## src/rtl/freq_display_pkg.sv

```systemverilog
// Shared constants for the frequency display: segment codes, converter states, widths.
// Latency: none (package only).
// Backpressure: none (package only).
package freq_meter_pkg;

    localparam int BCD_DIGITS = 4;
    localparam int BIN_W      = 16;

    // Active-low segment codes, bit order {dp,g,f,e,d,c,b,a}
    localparam logic [7:0] SEG_0    = 8'hC0;
    localparam logic [7:0] SEG_1    = 8'hF9;
    localparam logic [7:0] SEG_2    = 8'hA4;
    localparam logic [7:0] SEG_3    = 8'hB0;
    localparam logic [7:0] SEG_4    = 8'h99;
    localparam logic [7:0] SEG_5    = 8'h92;
    localparam logic [7:0] SEG_6    = 8'h82;
    localparam logic [7:0] SEG_7    = 8'hF8;
    localparam logic [7:0] SEG_8    = 8'h80;
    localparam logic [7:0] SEG_9    = 8'h90;
    localparam logic [7:0] SEG_DASH = 8'hBF;
    localparam logic [7:0] SEG_OFF  = 8'hFF;

    typedef enum logic [1:0] {
        IDLE = 2'd0,
        CONV = 2'd1,
        DONE = 2'd2
    } conv_state_t;

    // Map one BCD nibble to its segment pattern; non-decimal nibbles show a dash
    function automatic logic [7:0] seg_encode(input logic [3:0] d);
        logic [7:0] s;
        case (d)
            4'd0:    s = SEG_0;
            4'd1:    s = SEG_1;
            4'd2:    s = SEG_2;
            4'd3:    s = SEG_3;
            4'd4:    s = SEG_4;
            4'd5:    s = SEG_5;
            4'd6:    s = SEG_6;
            4'd7:    s = SEG_7;
            4'd8:    s = SEG_8;
            4'd9:    s = SEG_9;
            default: s = SEG_DASH;
        endcase
        return s;
    endfunction

endpackage

```

## src/rtl/freq_display_if.sv

```systemverilog
// Bundle of the counter-side request signals and the display-side outputs.
// Latency: none (wiring only).
// Backpressure: load is dropped by the display while busy is high; no queueing.
interface freq_display_if;
    import freq_meter_pkg::*;

    logic [BIN_W-1:0] count;
    logic             load;
    logic [3:0]       anodes;
    logic [7:0]       cathodes;
    logic             busy;
    logic             overflow;

    // Upstream / bench side: supplies count and load, observes the display
    modport master (
        output count, load,
        input  anodes, cathodes, busy, overflow
    );

    // Display side
    modport slave (
        input  count, load,
        output anodes, cathodes, busy, overflow
    );

endinterface

```

## src/rtl/freq_display_bin2bcd_seq.sv

```systemverilog
// Sequential shift-add-3 binary to 4-digit BCD converter with saturation at MAX_VAL.
// Latency: start accepted at edge N, done asserted for the cycle after edge N+16, bcd valid then.
// Backpressure: start is ignored unless idle; busy covers the whole conversion including DONE.
module bin2bcd_seq
    import freq_meter_pkg::*;
#(
    parameter int MAX_VAL = 9999
) (
    input  logic             clk,
    input  logic             reset,
    input  logic             start,
    input  logic [BIN_W-1:0] bin,
    output logic             busy,
    output logic             done,
    output logic [15:0]      bcd
);

    localparam logic [BIN_W-1:0] MAX_V = BIN_W'(MAX_VAL);

    conv_state_t      state_q, state_nxt;
    logic [4:0]       iter_q;
    logic [BIN_W-1:0] shreg_q;
    logic [15:0]      scratch_q;
    logic [15:0]      scratch_adj;
    logic [BIN_W-1:0] bin_sat;

    assign bin_sat = (bin > MAX_V) ? MAX_V : bin;

    // State register
    always_ff @(posedge clk) begin
        if (reset) state_q <= IDLE;
        else       state_q <= state_nxt;
    end

    // Next-state: one pass through 16 shift iterations, then a single DONE cycle
    always_comb begin
        state_nxt = state_q;
        case (state_q)
            IDLE:    if (start) state_nxt = CONV;
            CONV:    if (iter_q == 5'd15) state_nxt = DONE;
            DONE:    state_nxt = IDLE;
            default: state_nxt = IDLE;
        endcase
    end

    // FSM outputs
    always_comb begin
        busy = (state_q != IDLE);
        done = (state_q == DONE);
    end

    // Add-3 correction on every scratch nibble that would overflow a decimal digit after shifting
    always_comb begin
        scratch_adj = scratch_q;
        for (int i = 0; i < BCD_DIGITS; i++) begin
            if (scratch_q[i*4 +: 4] >= 4'd5)
                scratch_adj[i*4 +: 4] = scratch_q[i*4 +: 4] + 4'd3;
        end
    end

    // Datapath: load saturated value, then shift {scratch, bin} left once per CONV cycle
    always_ff @(posedge clk) begin
        if (reset) begin
            shreg_q   <= '0;
            scratch_q <= '0;
            iter_q    <= '0;
        end else begin
            case (state_q)
                IDLE: begin
                    if (start) begin
                        shreg_q   <= bin_sat;
                        scratch_q <= '0;
                        iter_q    <= '0;
                    end
                end
                CONV: begin
                    {scratch_q, shreg_q} <= {scratch_adj, shreg_q} << 1;
                    iter_q <= (iter_q == 5'd15) ? 5'd0 : iter_q + 5'd1;
                end
                default: ;
            endcase
        end
    end

    assign bcd = scratch_q;

endmodule

```

## src/rtl/freq_display.sv

```systemverilog
// Latches a binary count, converts it to BCD and scans it onto a 4-digit 7-segment display.
// Latency: display register updated 17 cycles after load; anodes/cathodes follow one cycle later.
// Backpressure: load while busy is dropped. Optional FREQ_DISPLAY_BLANK_EN enables leading-zero blanking.
module freq_display
    import freq_meter_pkg::*;
#(
    parameter int SCAN_DIV = 100_000,
    parameter int MAX_VAL  = 9999
) (
    input  logic          clk,
    input  logic          reset,
    freq_display_if.slave bus
);

    localparam int              PW        = $clog2(SCAN_DIV);
    localparam logic [PW-1:0]   PRESC_MAX = PW'(SCAN_DIV - 1);
    localparam logic [BIN_W-1:0] MAX_V    = BIN_W'(MAX_VAL);

    logic          conv_busy;
    logic          conv_done;
    logic [15:0]   conv_bcd;
    logic          accept;
    logic          ovf_q;
    logic [15:0]   disp_q;
    logic [PW-1:0] presc_q;
    logic [1:0]    idx_q;
    logic [3:0]    digit;
    logic [7:0]    seg_nxt;
    logic [3:0]    anodes_q;
    logic [7:0]    cathodes_q;

    assign accept = bus.load && !conv_busy;

    bin2bcd_seq #(.MAX_VAL(MAX_VAL)) u_conv (
        .clk   (clk),
        .reset (reset),
        .start (accept),
        .bin   (bus.count),
        .busy  (conv_busy),
        .done  (conv_done),
        .bcd   (conv_bcd)
    );

    // Overflow flag follows the last accepted count; display register only takes finished results
    always_ff @(posedge clk) begin
        if (reset) begin
            ovf_q  <= 1'b0;
            disp_q <= '0;
        end else begin
            if (accept)    ovf_q  <= (bus.count > MAX_V);
            if (conv_done) disp_q <= conv_bcd;
        end
    end

    // Free-running scan prescaler; digit index advances on each wrap
    always_ff @(posedge clk) begin
        if (reset) begin
            presc_q <= '0;
            idx_q   <= '0;
        end else if (presc_q == PRESC_MAX) begin
            presc_q <= '0;
            idx_q   <= idx_q + 2'd1;
        end else begin
            presc_q <= presc_q + 1'b1;
        end
    end

    assign digit = disp_q[{idx_q, 2'b00} +: 4];

`ifdef FREQ_DISPLAY_BLANK_EN
    logic [3:0] blank_mask;
    // A digit is blank when it and every more significant digit are zero; ones digit always shows
    always_comb begin
        blank_mask    = 4'b0000;
        blank_mask[1] = (disp_q[15:4]  == 12'd0);
        blank_mask[2] = (disp_q[15:8]  == 8'd0);
        blank_mask[3] = (disp_q[15:12] == 4'd0);
    end
`endif

    // Segment pattern for the active digit, with blanking and the overflow decimal point
    always_comb begin
        seg_nxt = seg_encode(digit);
`ifdef FREQ_DISPLAY_BLANK_EN
        if (blank_mask[idx_q]) seg_nxt = SEG_OFF;
`endif
        if (ovf_q && (idx_q == 2'd0)) seg_nxt[7] = 1'b0;
    end

    // Registered display drive
    always_ff @(posedge clk) begin
        if (reset) begin
            anodes_q   <= 4'b1111;
            cathodes_q <= SEG_OFF;
        end else begin
            anodes_q   <= ~(4'b0001 << idx_q);
            cathodes_q <= seg_nxt;
        end
    end

    assign bus.anodes   = anodes_q;
    assign bus.cathodes = cathodes_q;
    assign bus.busy     = conv_busy;
    assign bus.overflow = ovf_q;

endmodule

```

## src/flat_wrapper.sv

```systemverilog
// flat-port wrapper written by rule: the top's interface ports become plain ports
module freq_display_flat import freq_meter_pkg::*;
#(
    parameter int SCAN_DIV = 100_000,
    parameter int MAX_VAL  = 9999
)
  (clk, reset, bus_count, bus_load, bus_anodes, bus_cathodes, bus_busy, bus_overflow);
  freq_display_if bus_i ();
  input  logic clk;
  input  logic reset;
  input wire logic [$bits(bus_i.count)-1:0] bus_count;
  input wire logic [$bits(bus_i.load)-1:0] bus_load;
  output wire logic [$bits(bus_i.anodes)-1:0] bus_anodes;
  output wire logic [$bits(bus_i.cathodes)-1:0] bus_cathodes;
  output wire logic [$bits(bus_i.busy)-1:0] bus_busy;
  output wire logic [$bits(bus_i.overflow)-1:0] bus_overflow;
  assign bus_i.count = bus_count;
  assign bus_i.load = bus_load;
  assign bus_anodes = bus_i.anodes;
  assign bus_cathodes = bus_i.cathodes;
  assign bus_busy = bus_i.busy;
  assign bus_overflow = bus_i.overflow;
  freq_display #(.SCAN_DIV(SCAN_DIV), .MAX_VAL(MAX_VAL)) u_core (.clk(clk), .reset(reset), .bus(bus_i));
endmodule
```

## config.mk

```make
export PLATFORM = sky130hd
export DESIGN_NAME = freq_display_flat
export DESIGN_NICKNAME = d
export VERILOG_FILES = /design/src/rtl/freq_display_pkg.sv /design/src/rtl/freq_display_if.sv /design/src/rtl/freq_display_bin2bcd_seq.sv /design/src/rtl/freq_display.sv /design/src/flat_wrapper.sv
export SDC_FILE = /design/constraint.sdc
export NUM_CORES = 1
export LEC_CHECK = 0
export CAP_MARGIN = 10
export CORE_ASPECT_RATIO = 1.25
export CORE_MARGIN = 4
export CORE_UTILIZATION = 45
export DETAILED_ROUTE_END_ITERATION = 8
export DONT_BUFFER_PORTS = 1
export SETUP_SLACK_MARGIN = 0.4
export SLEW_MARGIN = 10
export SYNTH_ARGS = -nofsm -noshare
export SYNTH_HDL_FRONTEND = slang
export SYNTH_SLANG_ARGS = --single-unit
```

## constraint.sdc

```tcl
create_clock -name clk -period 3.9 [get_ports clk]
set_clock_uncertainty 0.2 [all_clocks]
set_input_delay 0.39 -clock clk [delete_from_list [all_inputs] [get_ports clk]]
set_output_delay 0.39 -clock clk [all_outputs]
set_load 0.05 [all_outputs]
```

Word level (Yosys, flattened, before mapping)
Memory sizes are Yosys's and may differ from the RTL's. A register that Yosys moved wholly into a read port is not among the register bits.
Index checks and enable logic that the tools add are counted.
W data, S select, Z words.
- word-level logic and storage cells: 58
- latch bits: 0
- register bits after elaboration: 87
- RAM bits: 0
- memory bits (read-only): 112
- bits of input ports: 19
- output and inout bits: 14
- memories: 1
- memories (memory ; depth ; bits a word ; read ports ; clocked after memory_dff ; write ports ; RTL line ; text):
    (no name shown) ; 16 ; 7 ; 1 ; 1 ; 0 ; freq_display_pkg.sv:32 ; case (d)
- div/mod/pow operators: 0
- add/sub/neg operators: 7
- muxes and demuxes: 16
- reductions and logical operators: 10
- shifts and indexed selects: 2
- equal/unequal tests: 6
- order comparisons: 5
- bitwise logic cells: 1
- multipliers: 0
- operators with widths (operator ; count):
    $pmux W16 S2 ; 2
    $mux W16 ; 3
    $add A17 B1 Y17 const B ; 1
    $eq A17 B17 Y1 const B ; 1
    $ge A4 B3 Y1 const B ; 4
    $gt A16 B14 Y1 const B ; 1
    $shiftx A16 B5 Y4 ; 1
    $add A4 B2 Y4 const B ; 3
    $mux W4 ; 3
    $mux W5 ; 2
    $pmux W5 S2 ; 1
    $add A5 B1 Y5 const B ; 1
    $eq A5 B4 Y1 const B ; 1
    $logic_not A2 Y1 ; 2
    $mux W2 ; 2
    $not A4 Y4 ; 1
    $pmux W2 S2 ; 1
    $reduce_and A2 Y1 ; 2
    $reduce_bool A2 Y1 ; 2
    $shl A1 B2 Y4 const A ; 1
    $add A3 B2 Y3 const B ; 1
    $mux W3 ; 1
    $add A2 B1 Y2 const B ; 1
    $eq A2 B1 Y1 const B ; 1
    other kinds (7) ; 8

Depth between registers and ports, before layout
- word-level depth: 5
- gate-level depth with buffers: 9
- gate-level depth less buffers: 7

Modules after synthesis
Synthesis repeated with hierarchy kept, for this count alone.
- cells, all modules: 456
- area total of the unflattened synthesis: 4144.0 um2
- modules (own cells, without submodules) (module ; seq. area each (um2) ; cells each ; instances ; area each (um2)):
    freq_display ; 960.9 ; 214 ; 1 ; 2085.8
    bin2bcd_seq ; 780.7 ; 242 ; 1 ; 2058.2

Worst setup path before layout
OpenSTA, ideal clock, no wires.
- kind: reg2reg
- from: register u_core.idx_q[0]
- to: register u_core.cathodes_q[3] (netlist: u_core.bus.cathodes[3])
- stages on the path, launching flop included: 8
- arrival: 1.659 ns
- buffers on the path: 1
- setup slack: 1.966 ns
- period minus slack after synthesis: 1.934 ns
- setup time: 0.074 ns
- required time: 3.626 ns
- cell sequence: dfxtp_1 buf_2 mux4_2 inv_1 ha_1 inv_1 mux2i_1 o21ai_0
- longest elaborated chain between the ends: 1
- ends and longest elaborated chain (item ; RTL line ; text):
    start, declared ; freq_display.sv:26 ; logic [1:0] idx_q;
    start signal, assigned ; freq_display.sv:62 ; idx_q <= idx_q + 2'd1;
    $shiftx A16 B5 Y4 ; freq_display.sv:68 ; assign digit = disp_q[{idx_q, 2'b00} +: 4];
    end, declared ; freq_display.sv:30 ; logic [7:0] cathodes_q;
Every way passes these cells.
A chain may end at the register's enable or synchronous reset.

Worst setup path in the final report
- from: register u_core.u_conv.state_q[1]
- to: register u_core.u_conv.shreg_q[9]
- longest elaborated chain between the ends: 5
- elaborated cells on any way between the ends: 9
- those cells by class: 2 x eq/ne; 1 x mux; 6 x reduce/logical
- ends and longest elaborated chain (item ; RTL line ; text):
    start, declared ; freq_display_bin2bcd_seq.sv:20 ; conv_state_t state_q, state_nxt;
    start signal, assigned ; freq_display_bin2bcd_seq.sv:32 ; else state_q <= state_nxt;
    $reduce_bool A2 Y1 ; freq_display_bin2bcd_seq.sv:48 ; busy = (state_q != IDLE);
    $logic_not A1 Y1 ; freq_display.sv:32 ; assign accept = bus.load && !conv_busy;
    $logic_and A1 B1 Y1 ; freq_display.sv:32 ;
    $ne A2 B1 Y1 (no line) ; -- ;
    $reduce_and A2 Y1 (no line) ; -- ;
    end signal, assigned ; freq_display_bin2bcd_seq.sv:71 ; shreg_q <= bin_sat;
    end signal, assigned ; freq_display_bin2bcd_seq.sv:77 ; {scratch_q, shreg_q} <= {scratch_adj, shreg_q} << 1;
    end, declared ; freq_display_bin2bcd_seq.sv:22 ; logic [BIN_W-1:0] shreg_q;
Several ways; a longest one is shown, not always the timed one.

==> impl_metrics.tcl <==
set metrics [dict create \
    cpLargestDelayFamily "simple AND/OR/NAND/NOR gates" \
    io_pins 33 \
    yosysWarnings 0 \
    wl_per_cell_um 14.00 \
    hold_viol_final 0 \
    clkLatencyLatePin_ps 340 \
    ys_ff_latch 87 \
    drt-total-wl_mm 7.546 \
    synth.top_cells.by_area "dfxtp_1, ha_1, nand2_1" \
    diodes 0 \
    cts_root_buffer "clkbuf_8" \
    power_frac_seq_pct 56.0 \
    worst-path-stages 6 \
    viasPerCell 5.421 \
    synthSimpleGateAreaFrac_pct 22.01 \
    grt_pass1_vias 2930 \
    cp_num_buf_inv 1 \
    syn_nets 487 \
    netlist_area_sq_um 3906 \
    core_area_sq_um 8333 \
    internal_power_uw 1292 \
    setup_tns_ps 0 \
    p_leak_uw 0.001463 \
    hold_end "u_core.u_conv.shreg_q[4]" \
    cp-start-kind "register" \
    synth_cell_types 45 \
    ys_seq_area_share_pct 44.59 \
    post_cts_buffers 0 \
    grt_max_degree 66 \
    grtUsageTotal_pct 15.27 \
    yosysTopAreaCellShare_pct 44.59 \
    path_max_fanout 13 \
    die_h_um 112.2 \
    p_sw_share_pct 23.10 \
    layout_setup_ws_ps 1701 \
    maxCapViolations 0 \
    slew_viol_final 0 \
    cp-end-kind "register" \
    drtIter0Drc 103 \
    fmax_mhz 454.7 \
    cp.required_ps 3950 \
    worstPathCellList "nor2_1, and2_2, nor2_1, buf_4, nor4_1, nor4_1" \
    layout.cells.most_common "dfxtp_1" \
    muxShareOfSynthArea_pct 3.844 \
    rows 37 \
    pwr-share-clk_pct 38.5 \
    detail-route-antenna-nets 0 \
    drc 0 \
    grt_pass1_wl_mm 12.97 \
    preCtsSetupSlack_ps 1711 \
    hpwl_mm 5.118 \
    area_growth_pct 6.086 \
    yosysTopAreaCell "dfxtp_1" \
    rsz0062_at_grt "no" \
    synthCells 449 \
    cts_buffers 9 \
    syn_avg_cell_area_sq_um 8.700 \
    cts.sinks 87 \
    status "completed" \
    p_sw_uw 388.2 \
    port-buffer-count 0 \
    max-clock-path-buffers 2 \
    setup_violations 0 \
    synth_compound_area_share_pct 12.81 \
    powerDensity_nw_per_um2 405.5 \
    clk_transition_reported_paths_ps 80 \
    htree_levels 3 \
    drive_gt1_share_pct 7.014 \
    synthArstFlopShare_pct 0 \
    gp_congestion 0.8100 \
    antenna_found_initial 0 \
    crit_path_top_delay_cell "nor2_1" \
    reg2regPathDepth 6 \
    hold_depth 2 \
    synthAdderAreaFrac_pct 6.086 \
    die_w_um 91.34 \
    start_util_pct 46.88 \
    crit-reg2reg-launch "u_core.u_conv.state_q[1]" \
    hold_class "in -> reg" \
    die_area_sq_um 10240 \
    vdd_ir_drop_max_v 0.0001696 \
    r2r_slack_ps 1700 \
    synth_top_flop_cell "dfxtp_1" \
    criticalPathCategory "reg -> reg" \
    synth_top_family_by_area "simple AND/OR/NAND/NOR gates" \
    synth_edf_count 0 \
    rr_endpoint "u_core.u_conv.shreg_q[9]" \
    drt_first_pass_iters 5 \
    pwr-share-comb_pct 5.5 \
    vias 2922 \
    overflow 0 \
    period_share_pct 56.39 \
    max_slew_margin_pct 28.21 \
    cts_tree "yes" \
    final_nets 477 \
    layout_common_cells "dfxtp_1, nand2_1, nor2_1" \
    fin_crit_ps 2199 \
    worstHoldStart "bus_count[4]" \
    critPathMaxStageDelay_ps 520 \
    worstPathArrival_ps 2250 \
    synth_xor_xnor_area_share_pct 5.381 \
    tightest_slew_ps 1075 \
]
-- state kept, by name, indices dropped and copies added, names as in the netlist --
register / count
u_core.presc_q: 17
u_core.bus.overflow: 1
u_core.bus.cathodes: 8
u_core.u_conv.state_q: 2
u_core.u_conv.shreg_q: 16
u_core.bus.anodes: 4
u_core.u_conv.iter_q: 5
u_core.idx_q: 2
u_core.u_conv.bcd: 16
u_core.disp_q: 16
-- worst max-delay path by stage --
stage	from	to	slack, ps
floorplan	u_core.idx_q[0]	u_core.bus.cathodes[3]	1970
global placement	u_core.presc_q[0]	u_core.presc_q[9]	1790
detailed placement	u_core.u_conv.state_q[1]	u_core.u_conv.shreg_q[9]	1710
CTS	u_core.u_conv.state_q[1]	u_core.u_conv.shreg_q[9]	1680
global route	u_core.u_conv.state_q[1]	u_core.u_conv.shreg_q[9]	1480
finish	u_core.u_conv.state_q[1]	u_core.u_conv.shreg_q[9]	1700
-- repair_timing --
action,in CTS,in global routing
hold endpoints to repair,70,0
resized for setup,0,0
hold buffers,2,0
-- metrics by stage --
step | std cells | total power [uW] | cell area [sq um] | hold slack (ps) | util [%]
2_1_floorplan | 449 | 1037 | 3906 | 199.1 | -
3_3_place_gp | 523 | 1040 | 3906 | 209.3 | 46.88
3_5_place_dp | 523 | 1042 | 3906 | 216.4 | 46.88
4_1_cts | 539 | 1697 | 4144 | 13.39 | 49.73
5_1_grt | 539 | 1746 | 4144 | 30.82 | 49.73
6_report | 539 | 1680 | 4144 | 25.26 | 49.73
-- power by group through the flow --
stage,logic (uW),clock network (uW),registers [uW]
3_5_place_dp,80.4,0,962
2_1_floorplan,79.5,0,958
6_report,93.1,646,941
5_1_grt,105,698,943
4_1_cts,94.2,662,941
3_3_place_gp,78.7,0,962
-- routing by layer --
layer | GRT usage [%] | share of wire [%] | up-vias
li1 | - | - | 1511
met1 | 17.51 | 45 | 1347
met2 | 27.21 | 49 | 48
met3 | 2.815 | 3.7 | 16
met4 | 7.243 | 2.6 | 0
met5 | 0 | 0 | -
-- cell type report --
class,count,area (sq um)
Fill cell,812,4189
Multi-Input combinational cell,319,1961
Sequential cell,87,1742
Clock buffer,10,127.6
Tap cell,97,121.4
Clock inverter,4,72.57
Inverter,18,67.56
Timing Repair Buffer,4,52.55
-- synthesized netlist by cell type, drive strengths merged, types with 11 or more instances --
master	count
dfxtp	87
nand2	64
nor2	53
a21oi	33
ha	19
inv	18
nand3	18
clkbuf	16
nor3	14
o21ai	13
xnor2	12
xor2	12
nand2b	11
-- kinds of logic after synthesis --
kind of cell / after synthesis
flip-flops: 87
adder cells (fa/ha/maj): 19
AND/OR/NAND/NOR: 187
XOR/XNOR: 24
multiplexers: 10
AO/OA/AOI/OAI: 79
buffers and inverters: 43
(Power assumes the default switching activity.)
